### src/rtl/debounce_pkg.sv
`timescale 1ns/1ps
`default_nettype none
// ============================================================================
// Module   : debounce_pkg
// Purpose  : Shared types and constants for the debounce / button-event
//            path.
//            - One-hot state-index convention shared with the debounce FSM:
//              bit 0 is always the rest (idle) state, and further states take
//              the following bits in order.
//            - One-hot state type for button_event, with bit-index
//              localparams so that logic can test single bits.
// Ports    : none (package)
// Revision : 1.0 - initial release
// ============================================================================
package debounce_pkg;

    // Common one-hot index convention: the rest state always owns bit 0.
    localparam int unsigned ST_IDLE_BIT = 0;

    // button_event state indices
    localparam int unsigned BE_SHORT_BIT  = 1;
    localparam int unsigned BE_LONG_BIT   = 2;
    localparam int unsigned BE_NUM_STATES = 3;

    typedef enum logic [BE_NUM_STATES-1:0] {
        BE_IDLE  = 3'b001,   // bit ST_IDLE_BIT
        BE_SHORT = 3'b010,   // bit BE_SHORT_BIT
        BE_LONG  = 3'b100    // bit BE_LONG_BIT
    } be_state_e;

    // True when exactly one state bit is set.
    function automatic logic be_state_legal(input logic [BE_NUM_STATES-1:0] s);
        return $onehot(s);
    endfunction

endpackage : debounce_pkg
`default_nettype wire

### src/rtl/button_event_if.sv
`timescale 1ns/1ps
`default_nettype none
// ============================================================================
// Module   : button_event_if
// Purpose  : Signal bundle between the debounce stage / register logic and
//            button_event.
// Ports    : (interface signals)
//            db          - debounced switch level             (to block)
//            m_tick      - one-clk millisecond strobe          (to block)
//            clr_count   - synchronous clear of press_count    (to block)
//            press       - one-clk pulse on db rising          (from block)
//            release_ev  - one-clk pulse on db falling         (from block)
//            long_press  - one-clk pulse at LONG_TICKS of hold (from block)
//            repeat_ev   - one-clk auto-repeat pulse           (from block)
//            held        - level, high while a press is active (from block)
//            press_count - wrapping press counter, CNT_W bits  (from block)
//            "release" and "repeat" are language keywords, hence the _ev
//            suffix on those two pulses.
// Revision : 1.0 - initial release
// ============================================================================
interface button_event_if #(
    parameter int CNT_W = 8
) ();

    logic             db;
    logic             m_tick;
    logic             clr_count;
    logic             press;
    logic             release_ev;
    logic             long_press;
    logic             repeat_ev;
    logic             held;
    logic [CNT_W-1:0] press_count;

    // master: the side that supplies db/m_tick and consumes events
    modport master (
        output db, m_tick, clr_count,
        input  press, release_ev, long_press, repeat_ev, held, press_count
    );

    // slave: button_event itself
    modport slave (
        input  db, m_tick, clr_count,
        output press, release_ev, long_press, repeat_ev, held, press_count
    );

endinterface : button_event_if
`default_nettype wire

### src/rtl/button_event_edge_detect.sv
`timescale 1ns/1ps
`default_nettype none
// ============================================================================
// Module   : edge_detect
// Purpose  : Registers a synchronous level once and flags its rising and
//            falling edges combinationally against the registered copy.
//            Usable for any already-synchronised, debounced input.
// Ports    : clk   - system clock
//            reset - asynchronous active-high reset (clears d_q to 0)
//            d     - level input, synchronous to clk
//            rise  - d & ~d_q
//            fall  - ~d & d_q
// Revision : 1.0 - initial release
// ============================================================================
module edge_detect (
    input  logic clk,
    input  logic reset,
    input  logic d,
    output logic rise,
    output logic fall
);

    logic d_d;
    logic d_q;

    always_comb begin
        d_d = d;
    end

    always_ff @(posedge clk or posedge reset) begin
        if (reset) begin
            d_q <= 1'b0;
        end else begin
            d_q <= d_d;
        end
    end

    assign rise = d & ~d_q;
    assign fall = ~d & d_q;

endmodule : edge_detect
`default_nettype wire

### src/rtl/button_event.sv
`timescale 1ns/1ps
`default_nettype none
// ============================================================================
// Module   : button_event
// Purpose  : Turns the debounced button level into single-cycle press,
//            release, long-press and auto-repeat events, plus a wrapping
//            press counter. Hold time is measured in m_tick strobes.
//            All outputs are registered: an event sampled at edge k is
//            visible in the cycle after edge k.
// Ports    : clk   - system clock
//            reset - asynchronous active-high reset
//            bus   - button_event_if.slave (db, m_tick, clr_count in;
//                    press, release_ev, long_press, repeat_ev, held,
//                    press_count out)
// Params   : LONG_TICKS   - ticks of hold before long_press (>= 1)
//            REPEAT_TICKS - ticks between repeats in long hold (0 = off)
//            CNT_W        - press_count width (must match the interface)
// Revision : 1.0 - initial release
// ============================================================================
module button_event
    import debounce_pkg::*;
#(
    parameter int LONG_TICKS   = 100,
    parameter int REPEAT_TICKS = 20,
    parameter int CNT_W        = 8
) (
    input  logic           clk,
    input  logic           reset,
    button_event_if.slave  bus
);

    localparam int HOLD_W = $clog2(LONG_TICKS + 1);
    localparam int REP_W  = (REPEAT_TICKS == 0) ? 1 : $clog2(REPEAT_TICKS + 1);
    localparam bit REP_EN = (REPEAT_TICKS != 0);

    localparam logic [HOLD_W-1:0] HOLD_LAST = HOLD_W'(LONG_TICKS - 1);
    // With repeat disabled the terminal value is never compared against.
    localparam logic [REP_W-1:0]  REP_LAST  =
        REP_W'((REPEAT_TICKS == 0) ? 0 : (REPEAT_TICKS - 1));

    logic rise;
    logic fall;

    be_state_e        state_d,       state_q;
    logic [HOLD_W-1:0] hold_cnt_d,   hold_cnt_q;
    logic [REP_W-1:0]  rep_cnt_d,    rep_cnt_q;
    logic              press_d,      press_q;
    logic              release_d,    release_q;
    logic              long_press_d, long_press_q;
    logic              repeat_d,     repeat_q;
    logic              held_d,       held_q;
    logic [CNT_W-1:0]  press_count_d, press_count_q;

    edge_detect u_edge (
        .clk   (clk),
        .reset (reset),
        .d     (bus.db),
        .rise  (rise),
        .fall  (fall)
    );

    // ------------------------------------------------------------------
    // Next state, counters and pulse outputs
    // ------------------------------------------------------------------
    always_comb begin
        state_d      = state_q;
        hold_cnt_d   = hold_cnt_q;
        rep_cnt_d    = rep_cnt_q;
        press_d      = 1'b0;
        release_d    = 1'b0;
        long_press_d = 1'b0;
        repeat_d     = 1'b0;

        case (state_q)
            BE_IDLE: begin
                // A tick coinciding with the rise is deliberately not counted.
                if (rise) begin
                    state_d    = BE_SHORT;
                    press_d    = 1'b1;
                    hold_cnt_d = '0;
                end
            end

            BE_SHORT: begin
                // fall has priority over a simultaneous tick
                if (fall) begin
                    state_d   = BE_IDLE;
                    release_d = 1'b1;
                end else if (bus.m_tick) begin
                    if (hold_cnt_q == HOLD_LAST) begin
                        state_d      = BE_LONG;
                        long_press_d = 1'b1;
                        rep_cnt_d    = '0;
                    end else begin
                        hold_cnt_d = hold_cnt_q + 1'b1;
                    end
                end
            end

            BE_LONG: begin
                if (fall) begin
                    state_d   = BE_IDLE;
                    release_d = 1'b1;
                end else if (REP_EN && bus.m_tick) begin
                    if (rep_cnt_q == REP_LAST) begin
                        repeat_d  = 1'b1;
                        rep_cnt_d = '0;
                    end else begin
                        rep_cnt_d = rep_cnt_q + 1'b1;
                    end
                end
            end

            // Any non-one-hot encoding recovers silently to IDLE.
            default: begin
                state_d    = BE_IDLE;
                hold_cnt_d = '0;
                rep_cnt_d  = '0;
            end
        endcase

        held_d = (state_d != BE_IDLE);

        // Clear wins over increment, but a press on the clearing edge is
        // still counted so it is not lost.
        if (bus.clr_count) begin
            press_count_d = press_d ? CNT_W'(1) : '0;
        end else if (press_d) begin
            press_count_d = press_count_q + 1'b1;
        end else begin
            press_count_d = press_count_q;
        end
    end

    // ------------------------------------------------------------------
    // State and output registers
    // ------------------------------------------------------------------
    always_ff @(posedge clk or posedge reset) begin
        if (reset) begin
            state_q       <= BE_IDLE;
            hold_cnt_q    <= '0;
            rep_cnt_q     <= '0;
            press_q       <= 1'b0;
            release_q     <= 1'b0;
            long_press_q  <= 1'b0;
            repeat_q      <= 1'b0;
            held_q        <= 1'b0;
            press_count_q <= '0;
        end else begin
            state_q       <= state_d;
            hold_cnt_q    <= hold_cnt_d;
            rep_cnt_q     <= rep_cnt_d;
            press_q       <= press_d;
            release_q     <= release_d;
            long_press_q  <= long_press_d;
            repeat_q      <= repeat_d;
            held_q        <= held_d;
            press_count_q <= press_count_d;
        end
    end

    assign bus.press       = press_q;
    assign bus.release_ev  = release_q;
    assign bus.long_press  = long_press_q;
    assign bus.repeat_ev   = repeat_q;
    assign bus.held        = held_q;
    assign bus.press_count = press_count_q;

endmodule : button_event
`default_nettype wire

### src/flat_wrapper.sv
// flat-port wrapper written by rule: the top's interface ports become plain ports
module button_event_flat import debounce_pkg::*;
#(
    parameter int LONG_TICKS   = 100,
    parameter int REPEAT_TICKS = 20,
    parameter int CNT_W        = 8
)
  (clk, reset, bus_db, bus_m_tick, bus_clr_count, bus_press, bus_release_ev, bus_long_press, bus_repeat_ev, bus_held, bus_press_count);
  button_event_if #(.CNT_W(CNT_W)) bus_i ();
  input  logic clk;
  input  logic reset;
  input wire logic [$bits(bus_i.db)-1:0] bus_db;
  input wire logic [$bits(bus_i.m_tick)-1:0] bus_m_tick;
  input wire logic [$bits(bus_i.clr_count)-1:0] bus_clr_count;
  output wire logic [$bits(bus_i.press)-1:0] bus_press;
  output wire logic [$bits(bus_i.release_ev)-1:0] bus_release_ev;
  output wire logic [$bits(bus_i.long_press)-1:0] bus_long_press;
  output wire logic [$bits(bus_i.repeat_ev)-1:0] bus_repeat_ev;
  output wire logic [$bits(bus_i.held)-1:0] bus_held;
  output wire logic [$bits(bus_i.press_count)-1:0] bus_press_count;
  assign bus_i.db = bus_db;
  assign bus_i.m_tick = bus_m_tick;
  assign bus_i.clr_count = bus_clr_count;
  assign bus_press = bus_i.press;
  assign bus_release_ev = bus_i.release_ev;
  assign bus_long_press = bus_i.long_press;
  assign bus_repeat_ev = bus_i.repeat_ev;
  assign bus_held = bus_i.held;
  assign bus_press_count = bus_i.press_count;
  button_event #(.LONG_TICKS(LONG_TICKS), .REPEAT_TICKS(REPEAT_TICKS), .CNT_W(CNT_W)) u_core (.clk(clk), .reset(reset), .bus(bus_i));
endmodule
### config.mk
export PLATFORM = sky130hd
export DESIGN_NAME = button_event_flat
export DESIGN_NICKNAME = d
export VERILOG_FILES = /design/src/rtl/debounce_pkg.sv /design/src/rtl/button_event_if.sv /design/src/rtl/button_event_edge_detect.sv /design/src/rtl/button_event.sv /design/src/flat_wrapper.sv
export SDC_FILE = /design/constraint.sdc
export NUM_CORES = 1
export LEC_CHECK = 0
export CAP_MARGIN = 30
export CELL_PAD_IN_SITES_DETAIL_PLACEMENT = 0
export CELL_PAD_IN_SITES_GLOBAL_PLACEMENT = 1
export CORE_MARGIN = 10
export CORE_UTILIZATION = 45
export CTS_CLUSTER_DIAMETER = 150
export DETAILED_ROUTE_END_ITERATION = 16
export HOLD_SLACK_MARGIN = 0.06
export MAX_ROUTING_LAYER = met4
export PLACE_DENSITY = 0.82
export REMOVE_ABC_BUFFERS = 1
export SETUP_SLACK_MARGIN = 0.02
export SLEW_MARGIN = 20
export SYNTH_ARGS = -nofsm -noshare
export SYNTH_HDL_FRONTEND = slang
export SYNTH_SLANG_ARGS = --single-unit
### constraint.sdc
create_clock -name clk -period 4.1 [get_ports clk]
set_input_delay 0.615 -clock clk [delete_from_list [all_inputs] [get_ports clk]]
set_output_delay 0.615 -clock clk [all_outputs]
set_load 0.02 [all_outputs]
==> results.cfg, run 1 <==
[clocking]
postCtsSetupBuffers = 0
clk_pin_slew_ns = 0.09
root_buffer = clkbuf_4
cts_tree = yes
numCtsBuffers = 5
cts.sinks = 29
cts_hold_buffers = 0
clock_latency_ns = 0.33
cts.htree.levels = 2
clockBufferDepth = 2
cts_resized = 0

[place]
dp_slack_ns = 1.619
dp.final_hpwl_mm = 2.230
dp_cells = 197
place_congestion = 0.7443
portBuffers = 17

[global_route]
grt_pass1_vias = 1086
track_usage_pct = 11.41
grt_max_degree = 17
grt_pass1_wl_mm = 5.278
antenna_found_initial = 0
gr-total-overflow = 0

[synthesis]
synth_area_um2 = 1428
synth_fa_ha_area_share_pct = 2.629
ys_types = 44
synth_seq_cells = 29
synth-xor-area-share_pct = 4.294
synth-simple-area-share_pct = 24.19
synthCells = 138
synth_compound_area_share_pct = 14.90
async_flop_share_pct = 100.0
synth_mux_area_share_pct = 0.7011
ys_seq_area_share_pct = 50.92
synth-edff-count = 0
synth_top_family_by_area = simple AND/OR/NAND/NOR gates
ys.flop_type = dfrtp_1
synth_area_per_cell_um2 = 10.35
synth_warnings = 0

[setup_path]
crit_path_end_kind = flop
worstSetupStartpointType = input pin
worst-path-max-fanout = 14
arrival_ns = 2.39
worstSetupPathType = input pin to flop
cp.required_ns = 4.35

[layout]
multi_input_area_um2 = 666.9
diodes = 0
layout-drive-gt1-share_pct = 11.18
nFillCells = 292
final_common_cell = dfrtp_1
layout_common_cells = dfrtp_1 (28), clkdlybuf4s50_1 (17), nor2_1 (10), a21oi_1 (10), o21ai_1 (10)
area_delta_synth_final_pct = 21.03
stdcell_count = 205
regArea_um2 = 726.9
nNetsFinal = 168

[timing]
fin_crit_ns = 2.140
fin_setup_tns_ns = 0
setup_violations = 0
clock_skew_ns = 0.01154
worst_slew_pin_slew_ns = 0.6040
whs_ns = 0.4766
period_share_pct = 52.20
worst_slack_ns = 1.960
maxSlewViolCount = 0
slew-limit-headroom_pct = 59.69
hold_violations = 0
max_freq_mhz = 467.2
rsz0062_at_grt = false

[detailed_routing]
drc_errors = 0
drt_iter0_markers = 50
ant_nets = 0
viasPerCell = 5.420
routed_wl_mm = 2.939
wl_per_cell_um = 14.34
vias = 1111
dr.pass1.iters = 4

[status]
status = completed

[pwr]
powerDensity_nw_per_um2 = 327.6
p_total_uw = 566.1
ir_drop_uv = 196.4
leakage_uw = 0.0007267

[die]
core.rowCount = 20
io_pins = 18
fp.dieArea_um2 = 5826
core_um2 = 3053
initial_utilization_pct = 46.76
die_y_um = 76.33
die_width_um = 76.33

[worst_hold_path]
holdCritPathClass = flop to flop

[flow_run]
cap_violations = 0
==> cells by family (layout without fill, tap and decap cells) <==
family	after synthesis	after routing
and+or+nand+nor	58	58
AOI/OAI and AO/OA	34	34
muxes	1	1
xor gates and xnor gates	7	7
buffers and inverters	6	29
DFF	29	29
adders and majority gates	3	3
==> stage by stage <==
| stage | instance area, µm² | util [%] |
|---|---|---|
| 3_3_place_gp | 1630 | 53.40 |
| 3_5_place_dp | 1658 | 54.30 |
| 5_1_grt | 1728 | 56.60 |
| 2_1_floorplan | 1405 | - |
| 6_report | 1728 | 56.60 |
| 4_1_cts | 1728 | 56.60 |
==> critical path, cell delays in order <==
cell and delay (ns):
clkdlybuf4s50_1 0.54, nand2b_1 0.22, a2bb2oi_2 0.21, o211ai_2 0.24
or3_1 0.42, a21oi_1 0.15
==> metal layers <==
| metal | vias up | part of all wire [%] | global-route usage, % |
|---|---|---|---|
| met3 | 5 | 4.4 | 4.953 |
| met2 | 16 | 50 | 17.69 |
| met4 | 0 | 1.6 | 4.461 |
| li1 | 546 | - | - |
| met5 | - | 0 | - |
| met1 | 544 | 44 | 12.70 |
==> cell usage after synthesis, types with 2 or more instances <==
| library cell | number | area, µm² |
|---|---|---|
| a21o_1 | 2 | 15.01 |
| nor2_1 | 10 | 37.54 |
| a31oi_1 | 2 | 12.51 |
| nand2b_1 | 3 | 18.77 |
| inv_1 | 3 | 11.26 |
| nand4_1 | 5 | 31.28 |
| dfrtp_1 | 28 | 700.7 |
| o21ai_0 | 2 | 10.01 |
| ha_1 | 3 | 37.54 |
| xor2_1 | 6 | 52.55 |
| nand2_1 | 8 | 30.03 |
| nor3_1 | 4 | 20.02 |
| o21ai_1 | 10 | 50.05 |
| or3_1 | 5 | 31.28 |
| nand3_1 | 8 | 40.04 |
| nand4bb_1 | 2 | 22.52 |
| a21oi_1 | 10 | 50.05 |
==> power breakdown <==
part	internal [µW]	total, µW	switching [µW]
logic	27.4	66.2	38.8
registers	293	301	8.13
clock network	99.3	199	99.3
total	420	566	146
==> sequential cells by signal, summed over array words and instances (netlist names), 3 cells and up <==
register                cells
u_core.hold_cnt_q           7
u_core.rep_cnt_q            5
u_core.state_q              3
u_core.bus.press_count      8
==> worst paths after layout <==
check / cells past startpoint / end / slack (ns) / from
max in group asynchronous: 3 / u_core.state_q[0] / 2.87 / reset
worst min-delay path: 1 / u_core.rep_cnt_q[4] / 0.48 / u_core.rep_cnt_q[4]
worst max-delay path: 6 / u_core.hold_cnt_q[5] / 1.96 / bus_db
min in group asynchronous: 2 / u_core.hold_cnt_q[2] / 0.66 / reset
worst max register to register: 6 / u_core.hold_cnt_q[5] / 2.20 / u_core.hold_cnt_q[0]
worst min register to register: 1 / u_core.rep_cnt_q[4] / 0.48 / u_core.rep_cnt_q[4]
==> layout make-up <==
cell class,count,share of cell area (%)
clock buffer,7,3.765
clock inverter,1,0.2896
inverter,3,0.6517
multi-input combinational,103,38.60
sequential,29,42.07
tap,44,3.186
timing repair buffer,18,11.44
No activity file was read; power rests on OpenSTA's default activity.
==> run 2: changes to the inputs <==
--- a/config.mk
+++ b/config.mk
@@ -9,12 +9,12 @@
 export CELL_PAD_IN_SITES_DETAIL_PLACEMENT = 0
 export CELL_PAD_IN_SITES_GLOBAL_PLACEMENT = 1
 export CORE_MARGIN = 10
-export CORE_UTILIZATION = 45
+export CORE_UTILIZATION = 42
 export CTS_CLUSTER_DIAMETER = 150
 export DETAILED_ROUTE_END_ITERATION = 16
 export HOLD_SLACK_MARGIN = 0.06
 export MAX_ROUTING_LAYER = met4
-export PLACE_DENSITY = 0.82
+export PLACE_DENSITY = 0.77
 export REMOVE_ABC_BUFFERS = 1
 export SETUP_SLACK_MARGIN = 0.02
 export SLEW_MARGIN = 20
==> constraint.sdc (replaced) <==
create_clock -name clk -period 2.1 [get_ports clk]
set_input_delay 0.315 -clock clk [delete_from_list [all_inputs] [get_ports clk]]
set_output_delay 0.315 -clock clk [all_outputs]
set_load 0.02 [all_outputs]
==> results.cfg, run 2 (same netlist as run 1, synthesis figures left out) <==
[layout]
area_delta_synth_final_pct = 21.38
regArea_um2 = 726.9
nFillCells = 310
multi_input_area_um2 = 666.9
largest_reg_flops = 8
layout-drive-gt1-share_pct = 12.80
diodes = 0
final_common_cell = dfrtp_1
layout_common_cells = dfrtp_1 (28), clkdlybuf4s50_1 (17), nor2_1 (10), a21oi_1 (10), o21ai_1 (10)
nNetsFinal = 171

[detailed_routing]
wl_per_cell_um = 13.25
drt_iter0_markers = 92
drc_errors = 0
dr.pass1.iters = 4
vias = 1069
routed_wl_mm = 2.783
ant_nets = 0
viasPerCell = 5.090

[global_route]
met3_usage_pct = 3.417
gr-total-overflow = 0
grt_busiest_layer = met2
antenna_found_initial = 0
grt_pass1_wl_mm = 4.933
met1_usage_pct = 13.54
grt.met2_usage_pct = 13.57
grt_max_degree = 30
track_usage_pct = 10.22
grt_pass1_vias = 1061

[setup_path]
crit_path_end_kind = flop
crit_chain = ha_1, and2_1, a21boi_1, o211ai_2, or3_1, a21oi_1
arrival_ns = 2.10
critPathSlowestCell = dfrtp_1
critical_path.max_stage_delay_ns = 0.43
worstSetupStartpointType = flop
worstSetupPathType = flop to flop
cp.required_ns = 2.36
r2r_slack_ns = 0.26
crit_buf_inv = 0
worst-path-max-fanout = 11
path_delay_family = simple AND/OR/NAND/NOR gates

[pwr]
powerDensity_nw_per_um2 = 636.3
ir_drop_uv = 472.2
leakage_uw = 0.0007336
p_total_uw = 1103

[die]
initial_utilization_pct = 43.12
core_um2 = 3311
fp.dieArea_um2 = 6131
io_pins = 18
die_width_um = 78.30
die_y_um = 78.30
core.rowCount = 21

[clocking]
cts.htree.levels = 2
cts_resized = 0
clock_latency_ns = 0.33
numCtsBuffers = 5
clockBufferDepth = 2
cts_tree = yes
cts_hold_buffers = 0
cts.sinks = 29
root_buffer = clkbuf_4
postCtsSetupBuffers = 0
clk_pin_slew_ns = 0.09

[timing]
clock_skew_ns = 0.006124
setup_violations = 0
period_share_pct = 87.66
hold_violations = 0
maxSlewViolCount = 0
worst_slew_pin_slew_ns = 0.4392
rsz0062_at_grt = false
slew-limit-headroom_pct = 70.72
max_freq_mhz = 543.2
fin_setup_tns_ns = 0
fin_crit_ns = 1.841
whs_ns = 0.3400

[worst_hold_path]
holdCritPathClass = input pin to asynchronous set/reset pin

[flow_run]
cap_violations = 0

[place]
place_congestion = 0.8602
portBuffers = 17
dp.final_hpwl_mm = 2.092

[status]
status = completed
[run 2: per-stage QoR]
stage	utilization [%]	std cells	setup slack, ns	area (µm²)
global route	52.34	210	0.1020	1733
floorplan	-	135	0.3852	1405
finish	52.34	210	0.2591	1733
detailed placement	50.23	202	0.1179	1663
global placement	50.23	202	0.1416	1663
CTS	52.34	210	0.2600	1733
[run 2: layout make-up]
type | count | share of cell area, %
Clock buffer | 7 | 3.755
Tap cell | 46 | 3.321
Inverter | 3 | 0.6498
Clock inverter | 1 | 0.2888
Timing Repair Buffer | 21 | 11.55
Multi-Input combinational cell | 103 | 38.48
Sequential cell | 29 | 41.95
[run 2: worst min-delay path, cell delays in order]
cell and delay, ns:
clkdlybuf4s50_1 0.39, inv_1 0.05, buf_4 0.33
[run 2: report_power, final]
group | total (µW) | switching, µW | internal, µW
registers | 588 | 15.9 | 572
clock network | 385 | 191 | 194
logic | 130 | 75.4 | 54.4
total | 1100 | 282 | 820
[run 2: per-layer routing]
| layer | share of wire, % | vias to the layer above | wire length [µm] |
|---|---|---|---|
| li1 | - | 549 | - |
| met1 | 53 | 498 | 1472 |
| met2 | 42 | 14 | 1170 |
| met3 | 2.7 | 8 | 76 |
| met4 | 2.3 | 0 | 64 |
| met5 | 0 | - | 0 |
[run 2: path summary, 6_finish.rpt]
path | from | endpoint | depth (start not counted)
max in group asynchronous | reset | u_core.state_q[0] | 3
max | u_core.hold_cnt_q[0] | u_core.hold_cnt_q[6] | 6
min | reset | u_core.bus.press_count[7] | 3
max reg2reg | u_core.hold_cnt_q[0] | u_core.hold_cnt_q[6] | 6
min reg2reg | u_core.rep_cnt_q[4] | u_core.rep_cnt_q[4] | 1
min in group clk | u_core.rep_cnt_q[4] | u_core.rep_cnt_q[4] | 1
==> run 3: changes to the inputs <==
--- a/config.mk
+++ b/config.mk
@@ -9,15 +9,16 @@
 export CELL_PAD_IN_SITES_DETAIL_PLACEMENT = 0
 export CELL_PAD_IN_SITES_GLOBAL_PLACEMENT = 1
 export CORE_MARGIN = 10
-export CORE_UTILIZATION = 42
+export CORE_UTILIZATION = 43
 export CTS_CLUSTER_DIAMETER = 150
 export DETAILED_ROUTE_END_ITERATION = 16
 export HOLD_SLACK_MARGIN = 0.06
 export MAX_ROUTING_LAYER = met4
-export PLACE_DENSITY = 0.77
+export PLACE_DENSITY = 0.79
 export REMOVE_ABC_BUFFERS = 1
 export SETUP_SLACK_MARGIN = 0.02
 export SLEW_MARGIN = 20
 export SYNTH_ARGS = -nofsm -noshare
 export SYNTH_HDL_FRONTEND = slang
+export SYNTH_HIERARCHICAL = 1
 export SYNTH_SLANG_ARGS = --single-unit
==> results.cfg, run 3 <==
[status]
status = completed

[setup_path]
reg2regPathDepth = 5
critical_path.max_stage_delay_ns = 0.49
crit_path_end_kind = flop
worstSetupStartpointType = input pin
worst-path-max-fanout = 7
critPathSlowestCell = clkdlybuf4s50_1
worstSetupPathType = input pin to flop
cp.required_ns = 2.25
r2r-end = u_core/rep_cnt_q[2]
crit_top_cell = buf_4
crit_chain = clkdlybuf4s50_1, and2b_2, buf_4, nand2b_1, buf_4, a221oi_1, o211ai_1
timing.rr.start = u_core/hold_cnt_q[0]
r2r_slack_ns = 0.29
arrival_ns = 2.09

[clocking]
cts_tree = yes
root_buffer = clkbuf_8
cts.htree.levels = 2
numCtsBuffers = 5
clockBufferDepth = 2
clock_latency_ns = 0.28
cts_hold_buffers = 0
cts.sinks = 29
clk_pin_slew_ns = 0.06

[timing]
whs_ns = 0.1981
clock_skew_ns = 0.003745
max_freq_mhz = 514.0
period_share_pct = 92.64
setup_violations = 0
slew-limit-headroom_pct = 63.07
maxSlewViolCount = 0
hold_violations = 0
rsz0062_at_grt = false
fin_setup_tns_ns = 0
fin_crit_ns = 1.945
worst_slew_pin_slew_ns = 0.5527

[layout]
multi_input_area_um2 = 817.0
layout-drive-gt1-share_pct = 17.41
layout_common_cells = dfrtp_1 (28), clkdlybuf4s50_1 (17), buf_4 (16), nor2_1 (12), nand2_1 (10)
regArea_um2 = 726.9
final_area_um2 = 2007
final_common_cell = dfrtp_1
nFillCells = 341
diodes = 0
stdcell_count = 249
largest_reg_flops = 8
nNetsFinal = 208
area_delta_synth_final_pct = 25.21

[synthesis]
synth_largest_area_cell = dfrtp_1
yosys.cell_count.top_type = dfrtp_1
ys.flop_type = dfrtp_1
synth_top_area_share_pct = 43.72
async_flop_share_pct = 100.0
synth-edff-count = 0
synth_warnings = 6
synth_seq_cells = 29
synth_area_um2 = 1603
synth.top_cells.by_count = dfrtp_1 (28), nor2_1 (12), nand2_1 (10)
ys_seq_area_share_pct = 45.36
synth_area_per_cell_um2 = 9.598
ys_types = 48
synthCells = 167
synth_area_leaders = dfrtp_1 (44%), nor2_1 (2.8%), nand4_1 (2.7%)

[die]
initial_utilization_pct = 44.11
fp.dieArea_um2 = 6569
io_pins = 18
die_width_um = 81.05
core.rowCount = 22
core_um2 = 3633
die_y_um = 81.05

[pwr]
ir_drop_uv = 481.0
powerDensity_nw_per_um2 = 595.4
p_total_uw = 1195
leakage_uw = 0.0008558

[detailed_routing]
wl_per_cell_um = 14.95
drc_errors = 0
ant_nets = 0
dr.pass1.iters = 4
drt_iter0_markers = 94
viasPerCell = 5.566
routed_wl_mm = 3.722
vias = 1386

[global_route]
grt_pass1_vias = 1405
antenna_found_initial = 0
track_usage_pct = 12.79
gr-total-overflow = 0
grt_max_degree = 29
grt_pass1_wl_mm = 6.403

[flow_run]
cap_violations = 0

[place]
post_dp_cell_area_um2 = 1922
dp.final_hpwl_mm = 2.794
portBuffers = 17
dp_cells = 241
place_congestion = 0.8124

[worst_hold_path]
holdCritPathClass = input pin to asynchronous set/reset pin
## run 3: cell count changes in the layout (fill, tap and decap cells not counted), sizes merged, moves of 3 or more
cell    change
buf        +12
o21ai       -4
nor3b       +3
nor2b       +3
a211oi      +3
nor3        -4
inv         +5
a21oi       -4
and2        +4
a31oi       +3
## run 3: critical path: cells and delay by family
kind            cells  cell delay [ns]
compound gates      2             0.55
buf+inv             3             0.82
simple gates        2             0.41
## run 3: cell type report
type	instances	area share, %
clock inverter	2	0.4988
timing repair buffer	33	14.46
inverter	8	1.496
tap	48	2.993
multi-input combinational	123	40.71
sequential	29	36.22
clock buffer	6	3.616
## run 3: kinds of logic (layout without fill, tap and decap cells)
family / after synthesis / in the layout / share of synthesized area (%)
flip-flops: 29 / 29 / 45.36
multiplexers: 4 / 4 / 2.576
adder cells (fa/ha/maj): 3 / 3 / 2.342
buffers and inverters: 15 / 49 / 3.825
AO/OA/AOI/OAI: 36 / 36 / 15.30
XOR/XNOR: 6 / 6 / 3.279
AND/OR/NAND/NOR: 74 / 74 / 27.32
## run 3: worst max-delay path by stage
| stage | from | to | slack [ns] | cells after the start |
|---|---|---|---|---|
| after global placement | bus_db | u_core/rep_cnt_q[4] | -0.06 | 6 |
| after detailed placement | bus_db | u_core/rep_cnt_q[2] | -0.15 | 6 |
| after CTS | bus_db | u_core/rep_cnt_q[2] | 0.12 | 6 |
| final | bus_db | u_core/rep_cnt_q[2] | 0.15 | 7 |
| after floorplan | u_core/state_q[0] | u_core/hold_cnt_q[6] | 0.29 | 4 |
| after global routing | bus_db | u_core/hold_cnt_q[4] | 0.12 | 7 |
## run 3: power breakdown
group          total (µW)  switching (µW)  internal (µW)
registers             584            11.8            572
logic                 175            91.9           83.2
clock network         436             207            229
total                1190             310            885
## run 3: per-stage QoR
step	util, %	worst slack, ns
6_report	55.23	0.1546
5_1_grt	55.23	0.1210
4_1_cts	55.17	0.1220
3_5_place_dp	52.89	-0.1524
3_3_place_gp	52.89	-0.05685
2_1_floorplan	-	0.2889
## run 3: repair_timing
item / 4_1_cts / 5_1_grt
endpoints found under the setup margin: 0 / 3
hold endpoints to repair: 0 / 0
setup buffers: 0 / 0
gates resized for setup: 0 / 1
## run 3: metal layers
metal / track usage [%] / part of all wire, % / routed length (µm) / up-vias
met3: 3.532 / 5.5 / 203 / 6
met2: 21.18 / 52 / 1931 / 35
met4: 6.055 / 1.4 / 52 / 0
li1: - / - / - / 675
met5: - / 0 / 0 / -
met1: 13.93 / 41 / 1535 / 670
